<file path="config.mk">
export PLATFORM = sky130hd
export DESIGN_NAME = byte_word_pack_flat
export DESIGN_NICKNAME = d
export VERILOG_FILES = /design/src/rtl/byte_word_pack_if.sv /design/src/rtl/byte_word_pack.sv /design/src/flat_wrapper.sv
export SDC_FILE = /design/constraint.sdc
export NUM_CORES = 1
export LEC_CHECK = 0
export ABC_AREA = 1
export CORE_UTILIZATION = 45
export CTS_BUF_LIST = sky130_fd_sc_hd__clkbuf_8
export DETAILED_ROUTE_END_ITERATION = 8
export GPL_ROUTABILITY_DRIVEN = 0
export GPL_TIMING_DRIVEN = 1
export PLACE_DENSITY_LB_ADDON = 0.2
export SLEW_MARGIN = 5
export SYNTH_ARGS = -nofsm -noshare
export SYNTH_HDL_FRONTEND = slang
export SYNTH_SLANG_ARGS = --single-unit
</file>
<file path="constraint.sdc">
create_clock -name clk -period 2.9 [get_ports clk]
set_input_delay 0.29 -clock clk [delete_from_list [all_inputs] [get_ports clk]]
set_output_delay 0.29 -clock clk [all_outputs]
set_load 0.02 [all_outputs]
</file>
<file path="src/rtl/byte_word_pack_if.sv">
// byte_word_pack_if
//   Bundles the byte-side and word-side handshakes of the byte-to-word packer.
//   master : the environment. It drives bytes, flush and word_ready, and it
//            observes byte_ready and the word outputs.
//   slave  : the packer itself.
//   Signals:
//     byte_in/byte_valid/byte_ready        incoming byte stream
//     flush                                request to emit the partial word
//     word_out/word_bcnt/word_valid/word_ready  outgoing word stream
interface byte_word_pack_if #(
  parameter int BW = 8,
  parameter int NB = 4
);
  logic [BW-1:0]    byte_in;
  logic             byte_valid;
  logic             byte_ready;
  logic             flush;
  logic [BW*NB-1:0] word_out;
  logic [2:0]       word_bcnt;
  logic             word_valid;
  logic             word_ready;

  modport master (
    output byte_in, byte_valid, flush, word_ready,
    input  byte_ready, word_out, word_bcnt, word_valid
  );

  modport slave (
    input  byte_in, byte_valid, flush, word_ready,
    output byte_ready, word_out, word_bcnt, word_valid
  );
endinterface

</file>
<file path="src/rtl/byte_word_pack.sv">
// byte_word_pack
//   Collects bytes into NB-byte words. The first byte of a word lands in the
//   least significant lane. Completed words are handed out over a valid/ready
//   port. A flush emits the partial word zero-padded, together with its byte
//   count.
//   Ports:
//     clk     rising-edge clock
//     resetn  synchronous reset, ACTIVE HIGH despite the name
//     bus     byte_word_pack_if.slave (byte and word handshakes, flush)
module byte_word_pack #(
  parameter int BW = 8,
  parameter int NB = 4
) (
  input logic             clk,
  input logic             resetn,
  byte_word_pack_if.slave bus
);
  localparam int         WW     = BW * NB;
  localparam logic [2:0] NB_C   = 3'(NB);
  localparam logic [2:0] LAST_C = 3'(NB - 1);

  logic [2:0]    cnt_q, cnt_d;
  logic [WW-1:0] acc_q, acc_d;
  logic          pend_q, pend_d;
  logic [WW-1:0] word_q, word_d;
  logic [2:0]    bcnt_q, bcnt_d;
  logic          wvalid_q, wvalid_d;

  logic          slot_free_s;
  logic          byte_ready_s;
  logic          byte_acc_s;
  logic [WW-1:0] acc_p_s;
  logic [2:0]    cnt_p_s;
  logic          load_s;

  // Handshake qualifiers. The output slot can drain and refill on the same edge.
  always_comb begin
    slot_free_s  = !wvalid_q | bus.word_ready;
    byte_ready_s = !resetn & !pend_q & ((cnt_q != LAST_C) | slot_free_s);
    byte_acc_s   = bus.byte_valid & byte_ready_s;
  end

  // Next state: place the accepted byte, then resolve a full word or a flush.
  always_comb begin
    // Accumulator and count as they stand once this cycle's byte is included.
    for (int k = 0; k < NB; k++) begin
      acc_p_s[k*BW +: BW] = (byte_acc_s && (cnt_q == 3'(k))) ? bus.byte_in
                                                             : acc_q[k*BW +: BW];
    end
    cnt_p_s = cnt_q + {2'b00, byte_acc_s};

    cnt_d  = cnt_p_s;
    acc_d  = acc_p_s;
    pend_d = 1'b0;
    word_d = word_q;
    bcnt_d = bcnt_q;
    load_s = 1'b0;

    if (cnt_p_s == NB_C) begin
      // A full word needs a free slot; byte_ready already guaranteed it.
      word_d = acc_p_s;
      bcnt_d = NB_C;
      load_s = 1'b1;
      cnt_d  = 3'd0;
      acc_d  = '0;
    end else if ((bus.flush | pend_q) && (cnt_p_s != 3'd0)) begin
      // Unused lanes of acc are always zero, so the word is already padded.
      if (slot_free_s) begin
        word_d = acc_p_s;
        bcnt_d = cnt_p_s;
        load_s = 1'b1;
        cnt_d  = 3'd0;
        acc_d  = '0;
      end else begin
        pend_d = 1'b1;
      end
    end else begin
      pend_d = 1'b0;
    end

    if (load_s) begin
      wvalid_d = 1'b1;
    end else if (wvalid_q && bus.word_ready) begin
      wvalid_d = 1'b0;
    end else begin
      wvalid_d = wvalid_q;
    end
  end

  // State registers with synchronous active-high reset.
  always_ff @(posedge clk) begin
    if (resetn) begin
      cnt_q    <= 3'd0;
      acc_q    <= '0;
      pend_q   <= 1'b0;
      word_q   <= '0;
      bcnt_q   <= 3'd0;
      wvalid_q <= 1'b0;
    end else begin
      cnt_q    <= cnt_d;
      acc_q    <= acc_d;
      pend_q   <= pend_d;
      word_q   <= word_d;
      bcnt_q   <= bcnt_d;
      wvalid_q <= wvalid_d;
    end
  end

  assign bus.byte_ready = byte_ready_s;
  assign bus.word_out   = word_q;
  assign bus.word_bcnt  = bcnt_q;
  assign bus.word_valid = wvalid_q;
endmodule

</file>
<file path="src/flat_wrapper.sv">
// flat-port wrapper written by rule: the top's interface ports become plain ports
module byte_word_pack_flat 
#(
  parameter int BW = 8,
  parameter int NB = 4
)
  (clk, resetn, bus_byte_in, bus_byte_valid, bus_flush, bus_word_ready, bus_byte_ready, bus_word_out, bus_word_bcnt, bus_word_valid);
  byte_word_pack_if #(.BW(BW), .NB(NB)) bus_i ();
  input logic clk;
  input logic resetn;
  input wire logic [$bits(bus_i.byte_in)-1:0] bus_byte_in;
  input wire logic [$bits(bus_i.byte_valid)-1:0] bus_byte_valid;
  input wire logic [$bits(bus_i.flush)-1:0] bus_flush;
  input wire logic [$bits(bus_i.word_ready)-1:0] bus_word_ready;
  output wire logic [$bits(bus_i.byte_ready)-1:0] bus_byte_ready;
  output wire logic [$bits(bus_i.word_out)-1:0] bus_word_out;
  output wire logic [$bits(bus_i.word_bcnt)-1:0] bus_word_bcnt;
  output wire logic [$bits(bus_i.word_valid)-1:0] bus_word_valid;
  assign bus_i.byte_in = bus_byte_in;
  assign bus_i.byte_valid = bus_byte_valid;
  assign bus_i.flush = bus_flush;
  assign bus_i.word_ready = bus_word_ready;
  assign bus_byte_ready = bus_i.byte_ready;
  assign bus_word_out = bus_i.word_out;
  assign bus_word_bcnt = bus_i.word_bcnt;
  assign bus_word_valid = bus_i.word_valid;
  byte_word_pack #(.BW(BW), .NB(NB)) u_core (.clk(clk), .resetn(resetn), .bus(bus_i));
endmodule
</file>
==> run metrics, run 1 <==
Post-Synthesis Cell Area=3010 um2; Slew Limit Fails=0; Hold Crit Start=u_core.acc_q[22]; Worst Hold Path EP=u_core.acc_q[22]; chip height=83.8 um; storage element area=1440 um2; gr usage total=20.7%; CTS max path bufs=2; CTS Sinks=72; Synth area leader=dfxtp_1; io pins=50; nets@finish=477; worst reg2reg startpoint=u_core.cnt_q[0]; pin count of the biggest net entering global routing=34; initial DRC count=215; Antenna diodes=0; detailed-route wire length=6780 um; number of port buffers=49; DRC=10; Die ar.=7030 um2; Reg2Reg Setup Slack=300 ps; crit path max fanout=27; Final Hold Fails=0; total negative slack=0 ps; Finished Layout Cells=543; Fillers=617; # setup viols final=0; H-tree Lvls=3; R2R depth=12; RSZ-0062 raised after global routing=false; Rel. slew slack=67.3%; failing checks=DRC; Critical Path, Cell by Cell=nand2_1, nor2_2, nand2_1, and3_1, ha_1, ha_1, nor2_2, nand2_1, nand3_2, nand3_2, buf_12, a21oi_1; Initial Utilization=46.9%; Vias=2661; post-detail-place hpwl=4670 um; share of the synthesized area in the top cell type=47.8%; clk_skew=10.3 ps; die width=83.8 um; placed cells=528; HP Class=register to register; slowest CP cell=dfxtp_1; status=finished, violations left; Startpoint Class=register; Clock transition at path regs=70 ps; row count=29; count of state elements after synthesis=72; first-pass GRT wire length=11400 um; critical path endpoint category=register; multi-input logic area=1160 um2; number of global-route vias before repair=2457; worst-skew pair later-pin latency=350 ps; initial antenna violation count=0; Pre-antenna DRT Iters=7; Root Driver=clkbuf_8; Worst VDD drop=0.000286 V; CTS tree=done; Avg Inst Size Synth=7.31 um2; Critical Setup Path Class=register to register; Pleak=0.00169 uW; Distinct cells, synth=24; Power per Cell Area=576 nW/um2; Fmax=0.385 GHz; layout cells sized above 1=7.08%; Crit path largest cell delay=430 ps; synthesized netlist cell count=412; yosys warns=0; Top cell by count, worst path=nand2_1; clock buffer count from CTS=9; Final period util=89.6%; Worst Tran Pin Value=490 ps; max_cap viols=0; CORE AREA=6420 um2; Post-DRT Antenna Nets=0; global route overflow=0; CP required=3170 ps; Arr. time, crit path=2870 ps; synth top area cells=dfxtp_1, nand2_1, inv_1, nand4_1, o21ai_1; Avg Vias per Cell=4.90; Min Clock Period, post-route=2600 ps; Area Growth Syn to Fin=24.7%; WL/cell=12.5 um; Worst R2R End=u_core.acc_q[18]; sequential area share after synthesis=47.8%; synthesized net count=427; Hold Path Cell Cnt=2
cells in the mapped netlist (all sizes together):
cell type,n
and3,1
o21ai,40
xor2,1
buf,12
dfxtp,72
nand3,29
nor2,21
clkinv,28
a31oi,1
clkbuf,6
nand4,30
a21oi,27
inv,55
ha,2
nand2,87
worst max-delay path, delay by kind of cell (launching register included):
family                     cells  cell delay [ps]
and+or+nand+nor                8             1150
buffers and inverters          1              260
AOI/OAI and AO/OA              1              150
DFF                            1              430
adders and majority gates      2              530
per-stage QoR:
step | total power [uW] | utilization, % | instance area [um2] | hold slack (ps) | setup WS [ps]
floorplan | 1360 | - | 3010 | 359 | 461
global placement | 1530 | 56.0 | 3600 | 459 | 170
detailed placement | 1540 | 56.0 | 3600 | 466 | 45.2
CTS | 2180 | 58.5 | 3750 | 477 | 235
global route | 2270 | 58.5 | 3760 | 496 | 54.6
finish | 2160 | 58.5 | 3760 | 476 | 300
power by group:
group | switching [uW] | internal (uW) | total, uW
clock network | 352 | 294 | 646
registers | 28.5 | 1050 | 1080
logic | 257 | 184 | 440
total | 637 | 1530 | 2160
state kept, by name, summed over array words and instances (netlist names):
| register | cells |
|---|---|
| u_core.acc_q | 32 |
| u_core.bus.word_out | 32 |
| u_core.bus.word_bcnt | 3 |
| u_core.cnt_q | 3 |
| u_core.pend_q | 1 |
| u_core.bus.word_valid | 1 |
logic make-up after synthesis:
family          after synthesis  share of synthesized area [%]
simple gates                168                           26.0
compound gates               68                           11.5
buf+inv                     101                           13.6
xor+xnor                      1                          0.291
fa+ha+maj                     2                          0.830
flops                        72                           47.8
cells in the final DEF, fill, tap and decap left out:
| master | count |
|---|---|
| nand3_2 | 2 |
| dfxtp_1 | 72 |
| clkinvlp_4 | 2 |
| clkbuf_8 | 9 |
| nand2_1 | 85 |
| a21oi_2 | 1 |
| nand2_2 | 1 |
| o21ai_1 | 33 |
| nand4_1 | 29 |
| nand2_4 | 1 |
| o21ai_0 | 7 |
| clkdlybuf4s50_1 | 49 |
| inv_1 | 57 |
| inv_2 | 1 |
| clkinv_2 | 1 |
| buf_4 | 5 |
| nor2_1 | 15 |
| nor2_2 | 6 |
| nand3_1 | 27 |
| a21oi_1 | 26 |
| ha_1 | 2 |
| buf_12 | 3 |
| nand4_2 | 1 |
| and3_1 | 1 |
| a31oi_1 | 1 |
| xor2_1 | 1 |
| clkinv_1 | 28 |
worst max path at each step:
stage	from	to	slack (ps)
4_1_cts	u_core.cnt_q[0]	u_core.acc_q[18]	230
6_report	u_core.cnt_q[0]	u_core.acc_q[18]	300
2_1_floorplan	u_core.bus.word_valid	u_core.bus.word_out[10]	460
3_5_place_dp	bus_word_ready	u_core.acc_q[14]	50
5_1_grt	u_core.cnt_q[0]	u_core.bus.word_out[2]	50
3_3_place_gp	bus_word_ready	u_core.bus.word_out[6]	170
final cells by class:
cell class,instances,share of cell area (%)
flip-flops and latches,72,38.4
multi-input cells,239,31.0
repair buffers,57,15.7
inverters,83,8.29
clock buffers,9,3.30
well taps,77,2.56
clock inverters,6,0.833
layer usage:
| metal | GRT usage [%] | wire (um) |
|---|---|---|
| met1 | 27.0 | 3230 |
| met2 | 32.9 | 3090 |
| met3 | 5.34 | 361 |
| met4 | 8.15 | 101 |
| met5 | 0 | 0 |
repair_timing:
action | in CTS | in global routing
setup buffers | 0 | 0
hold buffers | 0 | 0
endpoints found under the setup margin | 0 | 2
resized for setup | 0 | 1
Power figures use the tool's default switching activity.
==> run 2: changes to the inputs <==
--- a/config.mk
+++ b/config.mk
@@ -6,7 +6,10 @@
 export NUM_CORES = 1
 export LEC_CHECK = 0
 export ABC_AREA = 1
-export CORE_UTILIZATION = 45
+export CELL_PAD_IN_SITES_DETAIL_PLACEMENT = 0
+export CELL_PAD_IN_SITES_GLOBAL_PLACEMENT = 1
+export CORE_MARGIN = 2
+export CORE_UTILIZATION = 39
 export CTS_BUF_LIST = sky130_fd_sc_hd__clkbuf_8
 export DETAILED_ROUTE_END_ITERATION = 8
 export GPL_ROUTABILITY_DRIVEN = 0
==> run metrics, run 2 (synthesis results as in run 1) <==
Die ar.=8440 um2 (+20%); initial DRC count=122 (-43%); Final Hold Fails=0 (unchanged); status=completed; Antenna diodes=0 (unchanged); CTS Sinks=72 (unchanged); Final period util=88.2% (-1.4 points); max_cap viols=0 (unchanged); first-pass GRT wire length=11700 um (+2.6%); RSZ-0062 raised after global routing=false; Pleak=0.00175 uW (+3.4%); Vias=2660 (-0.038%); Rel. slew slack=73.3% (+6.0 points); CTS max path bufs=2 (unchanged); # setup viols final=0 (unchanged); pin count of the biggest net entering global routing=36 (+5.9%); WL/cell=12.3 um (-1.4%); chip height=91.9 um (+9.6%); Initial Utilization=39.6% (-7.3 points); Min Clock Period, post-route=2560 ps (-40.8 ps); Avg Vias per Cell=4.65 (-5.1%); io pins=50 (unchanged); Area Growth Syn to Fin=30.1%; commonest non-fill, non-tap cell in the layout=nand2_1; Slew Limit Fails=0 (unchanged); R2R depth=15 (+3); DRC=0 (-10); initial antenna violation count=0 (unchanged); die width=91.9 um (+9.6%); post-detail-place hpwl=4750 um (+1.6%); commonest non-fill, non-tap cells in the layout=nand2_1, dfxtp_1, inv_1; # Post-CTS Setup Buffers=0 (unchanged); H-tree Lvls=3 (unchanged); CP Capture Point=u_core.bus.word_out[10]; Post-DRT Antenna Nets=0 (unchanged); CTS resizes=0 (unchanged); CP required=3150 ps (-20 ps); Worst R2R End=u_core.bus.word_out[10]; Fmax=0.391 GHz (+1.6%); Critical Setup Path Class=register to register; critical path endpoint category=register; worst-skew pair later-pin latency=350 ps (about the same); Finished Core Util=51.5% (-7.0 points); crit path max fanout=17 (-37%); Arr. time, crit path=2810 ps (-60 ps); Fillers=753 (+22%); CTS tree=done; detailed-route wire length=7040 um (+3.9%); CORE AREA=7610 um2 (+18%); Worst VDD drop=0.000327 V (+14%); worst reg2reg startpoint=u_core.cnt_q[0]; clk_skew=7.26 ps (-3.00 ps); CP Launch Point=u_core.cnt_q[0]; number of global-route vias before repair=2499 (+1.7%); layout cells sized above 1=8.30% (+1.2 points); Pre-antenna DRT Iters=4 (-3); row count=32 (+10%); clock buffer count from CTS=9 (unchanged); Reg2Reg Setup Slack=340 ps (+40 ps); global route overflow=0 (unchanged); Clock transition at path regs=80 ps (about the same); HP Class=register to register; total negative slack=0 ps (unchanged); Root Driver=clkbuf_8; number of port buffers=49 (unchanged); nets@finish=480 (+0.63%); Worst Tran Pin Value=399 ps (-90.5 ps); hold buffers post-CTS=0 (unchanged); Startpoint Class=register; Power per Cell Area=642 nW/um2 (+12%); gr usage total=17.7% (-3.1 points)
## run 2: cell count changes in the layout (fill, tap and decap cells not counted)
| cell | delta |
|---|---|
| nor2_2 | -1 |
| inv_1 | -3 |
| nor2_1 | +1 |
| buf_4 | +2 |
| clkbuf_8 | +2 |
| bufinv_16 | +3 |
| clkinvlp_4 | -1 |
| buf_12 | +1 |
## run 2: power by group
group | switching [uW] | leakage, uW | total [uW] | internal [uW]
clock network | 374 | 0.000126 | 991 | 617
logic | 256 | 0.00104 | 449 | 193
registers | 28.2 | 0.000586 | 1080 | 1050
total | 659 | 0.00175 | 2520 | 1860
## run 2: how the worst min path moves through the flow
stage / from / to / slack (ps) / cells past startpoint
floorplan: resetn / u_core.bus.word_valid / 360 / 1
global placement: u_core.bus.word_bcnt[1] / u_core.bus.word_bcnt[1] / 450 / 2
detailed placement: u_core.bus.word_bcnt[1] / u_core.bus.word_bcnt[1] / 460 / 2
CTS: u_core.bus.word_bcnt[1] / u_core.bus.word_bcnt[1] / 470 / 2
global route: u_core.acc_q[23] / u_core.acc_q[23] / 490 / 2
finish: u_core.bus.word_bcnt[1] / u_core.bus.word_bcnt[1] / 470 / 2
## run 2: through the flow
step | power [uW] | hold WS (ps) | area [um2] | std cells | setup slack (ps)
after global placement | 1550 | 454 | 3670 | 556 | 219
after detailed placement | 1550 | 463 | 3670 | 556 | 162
after global routing | 2640 | 494 | 3920 | 572 | 59.4
final | 2520 | 467 | 3920 | 572 | 341
after CTS | 2550 | 473 | 3920 | 572 | 338
after floorplan | 1360 | 359 | 3010 | 412 | 461
## run 2: routing by layer
metal / up-vias / GRT usage [%] / routed length (um)
li1: 1420 / - / -
met1: 1171 / 22.4 / 3300
met2: 64 / 28.8 / 3300
met3: 5 / 6.24 / 364
met4: 0 / 4.48 / 75
met5: - / 0 / 0
## run 2: layout make-up
cell class	count	area, um2	share of cell area, %
clock buffer	11	151	3.86
clock inverter	5	103	2.62
inverter	83	312	7.95
multi-input combinational	239	1160	29.7
sequential	72	1440	36.8
tap	102	128	3.26
timing repair buffer	60	623	15.9
## run 2: worst max-delay path: stages (launching register included)
cell	delay, ps
dfxtp_1	440
nand2_1	90
nor2_2	170
nand2_1	90
and3_1	150
ha_1	190
ha_1	320
nor2_1	140
nor2_1	60
nand2_1	130
nand2_4	160
buf_12	190
o21ai_1	130
clkinv_1	70
nand2_1	60
inv_1	30
==> run 3: changes to the inputs <==
--- a/config.mk
+++ b/config.mk
@@ -14,7 +14,9 @@
 export DETAILED_ROUTE_END_ITERATION = 8
 export GPL_ROUTABILITY_DRIVEN = 0
 export GPL_TIMING_DRIVEN = 1
+export MAX_ROUTING_LAYER = met4
 export PLACE_DENSITY_LB_ADDON = 0.2
+export RECOVER_POWER = 50
 export SLEW_MARGIN = 5
 export SYNTH_ARGS = -nofsm -noshare
 export SYNTH_HDL_FRONTEND = slang
==> run metrics, run 3 (synthesis results as in run 1) <==
status=completed; RSZ-0062 raised after global routing=false; Pre-antenna DRT Iters=5 (+1); Area after DPL=3670 um2 (unchanged); crit path max fanout=21 (+4); gr usage total=18.1% (+0.46 points); Vias=2670 (+0.38%); pin count of the biggest net entering global routing=36 (unchanged); multi-input logic area=1150 um2 (-0.86%); commonest non-fill, non-tap cells in the layout=nand2_1, dfxtp_1, inv_1; Power per Cell Area=639 nW/um2 (-0.46%); # setup viols final=0 (unchanged); Finished Layout Cells=572 (unchanged); initial DRC count=122 (unchanged); Slew Limit Fails=0 (unchanged); Hold Path Cell Cnt=2 (unchanged); HP Class=register to register; Antenna diodes=0 (unchanged); Reg2Reg Setup Slack=330 ps (about the same); total negative slack=0 ps (unchanged); Critical Setup Path Class=register to register; Min Clock Period, post-route=2570 ps (+10.3 ps); Pleak=0.00184 uW (+5.4%); detailed-route wire length=7010 um (-0.44%); storage element area=1440 um2 (unchanged); number of global-route vias before repair=2497 (-0.080%); Worst R2R End=u_core.bus.word_out[13]; CTS max path bufs=2 (unchanged); max_cap viols=0 (unchanged); first-pass GRT wire length=11700 um (-0.11%); Rel. slew slack=73.3% (about the same); WL/cell=12.3 um (-0.44%); Avg Vias per Cell=4.67 (+0.38%); die width=91.9 um (unchanged); hold buffers post-CTS=0 (unchanged); critical path endpoint category=register; worst-skew pair later-pin latency=350 ps (about the same); CP Launch Point=u_core.cnt_q[0]; Fmax=0.389 GHz (-0.40%); number of port buffers=49 (unchanged); Clock transition at path regs=70 ps (about the same); CTS tree=done; CTS resizes=0 (unchanged); Startpoint Class=register; clock buffer count from CTS=9 (unchanged); Area Growth Syn to Fin=29.4%; H-tree Lvls=3 (unchanged); # Post-CTS Setup Buffers=0 (unchanged); CP required=3150 ps (about the same); row count=32 (unchanged); Worst VDD drop=0.000325 V (-0.48%); Hold Crit Start=u_core.bus.word_bcnt[1]; clk_skew=7.32 ps (+0.0571 ps); Worst Tran Pin Value=400 ps (+0.722 ps); chip height=91.9 um (unchanged); Initial Utilization=39.6% (unchanged); placed cells=556 (unchanged); commonest non-fill, non-tap cell in the layout=nand2_1; io pins=50 (unchanged); Final period util=88.6% (+0.36 points); nets@finish=480 (unchanged); Final Hold Fails=0 (unchanged); Root Driver=clkbuf_8; layout cells sized above 1=7.66% (-0.64 points); Worst Hold Path EP=u_core.bus.word_bcnt[1]; CTS Sinks=72 (unchanged); Post-DRT Antenna Nets=0 (unchanged); worst reg2reg startpoint=u_core.cnt_q[0]; R2R depth=14 (-1); CORE AREA=7610 um2 (unchanged); post-detail-place hpwl=4750 um (unchanged); Die ar.=8440 um2 (unchanged); DRC=0 (unchanged); global route overflow=0 (unchanged); initial antenna violation count=0 (unchanged); fin area=3900 um2 (-0.57%); Arr. time, crit path=2810 ps (about the same); Fillers=757 (+0.53%)
-- run 3: cell types whose count changed in the layout (fill, tap and decap cells not counted) --
cell             before  now
buf_4                 7    6
dlygate4sd3_1         0   37
nand3_2               2    0
nand3_1              27   29
o21ai_1              33   32
o21ai_0               7    8
buf_6                 0    1
buf_12                4    3
clkbuf_1              0    1
clkdlybuf4s50_1      49   12
-- run 3: worst max-delay path by stage --
stage,end,slack [ps],depth (start not counted)
2_1_floorplan,u_core.bus.word_out[10],460,15
3_3_place_gp,u_core.bus.word_out[18],220,15
3_5_place_dp,u_core.bus.word_out[7],160,15
4_1_cts,u_core.bus.word_out[7],340,15
5_1_grt,u_core.bus.word_out[3],70,15
6_report,u_core.bus.word_out[13],330,14
-- run 3: final cells by class --
class	count	area share [%]
Clock buffer	11	3.88
Timing Repair Buffer	60	15.7
Inverter	83	7.99
Multi-Input combinational cell	239	29.6
Tap cell	102	3.27
Sequential cell	72	37.0
Clock inverter	5	2.63
-- run 3: power breakdown --
group | total, uW | internal [uW] | switching, uW | leakage (uW)
registers | 1070 | 1050 | 25.9 | 0.000586
logic | 425 | 170 | 255 | 0.00113
clock network | 992 | 617 | 376 | 0.000126
total | 2490 | 1830 | 656 | 0.00184
-- run 3: through the flow --
step	util (%)	worst slack, ps	hold WS, ps	power [uW]
floorplan	-	461	359	1360
global placement	48.2	219	454	1550
detailed placement	48.2	162	463	1550
CTS	51.5	338	473	2550
global route	51.2	69.6	494	2610
finish	51.2	331	464	2490
-- run 3: per-layer routing --
metal / up-vias / track usage (%) / wire length [um]
li1: 1419 / - / -
met1: 1173 / 22.5 / 3360
met2: 71 / 28.7 / 3230
met3: 7 / 6.08 / 347
met4: 0 / 4.48 / 75
met5: - / - / 0
-- run 3: worst max-delay path, stage by stage, from the launching register on --
cell and delay [ps]:
dfxtp_1 440, nand2_1 90, nor2_2 170, nand2_1 90, and3_1 150, ha_1 190, ha_1 330, nor2_1 140
clkbuf_1 150, nand2_2 120, nand2_4 210, buf_12 190, nand3_1 100, nand2_1 70, inv_1 30
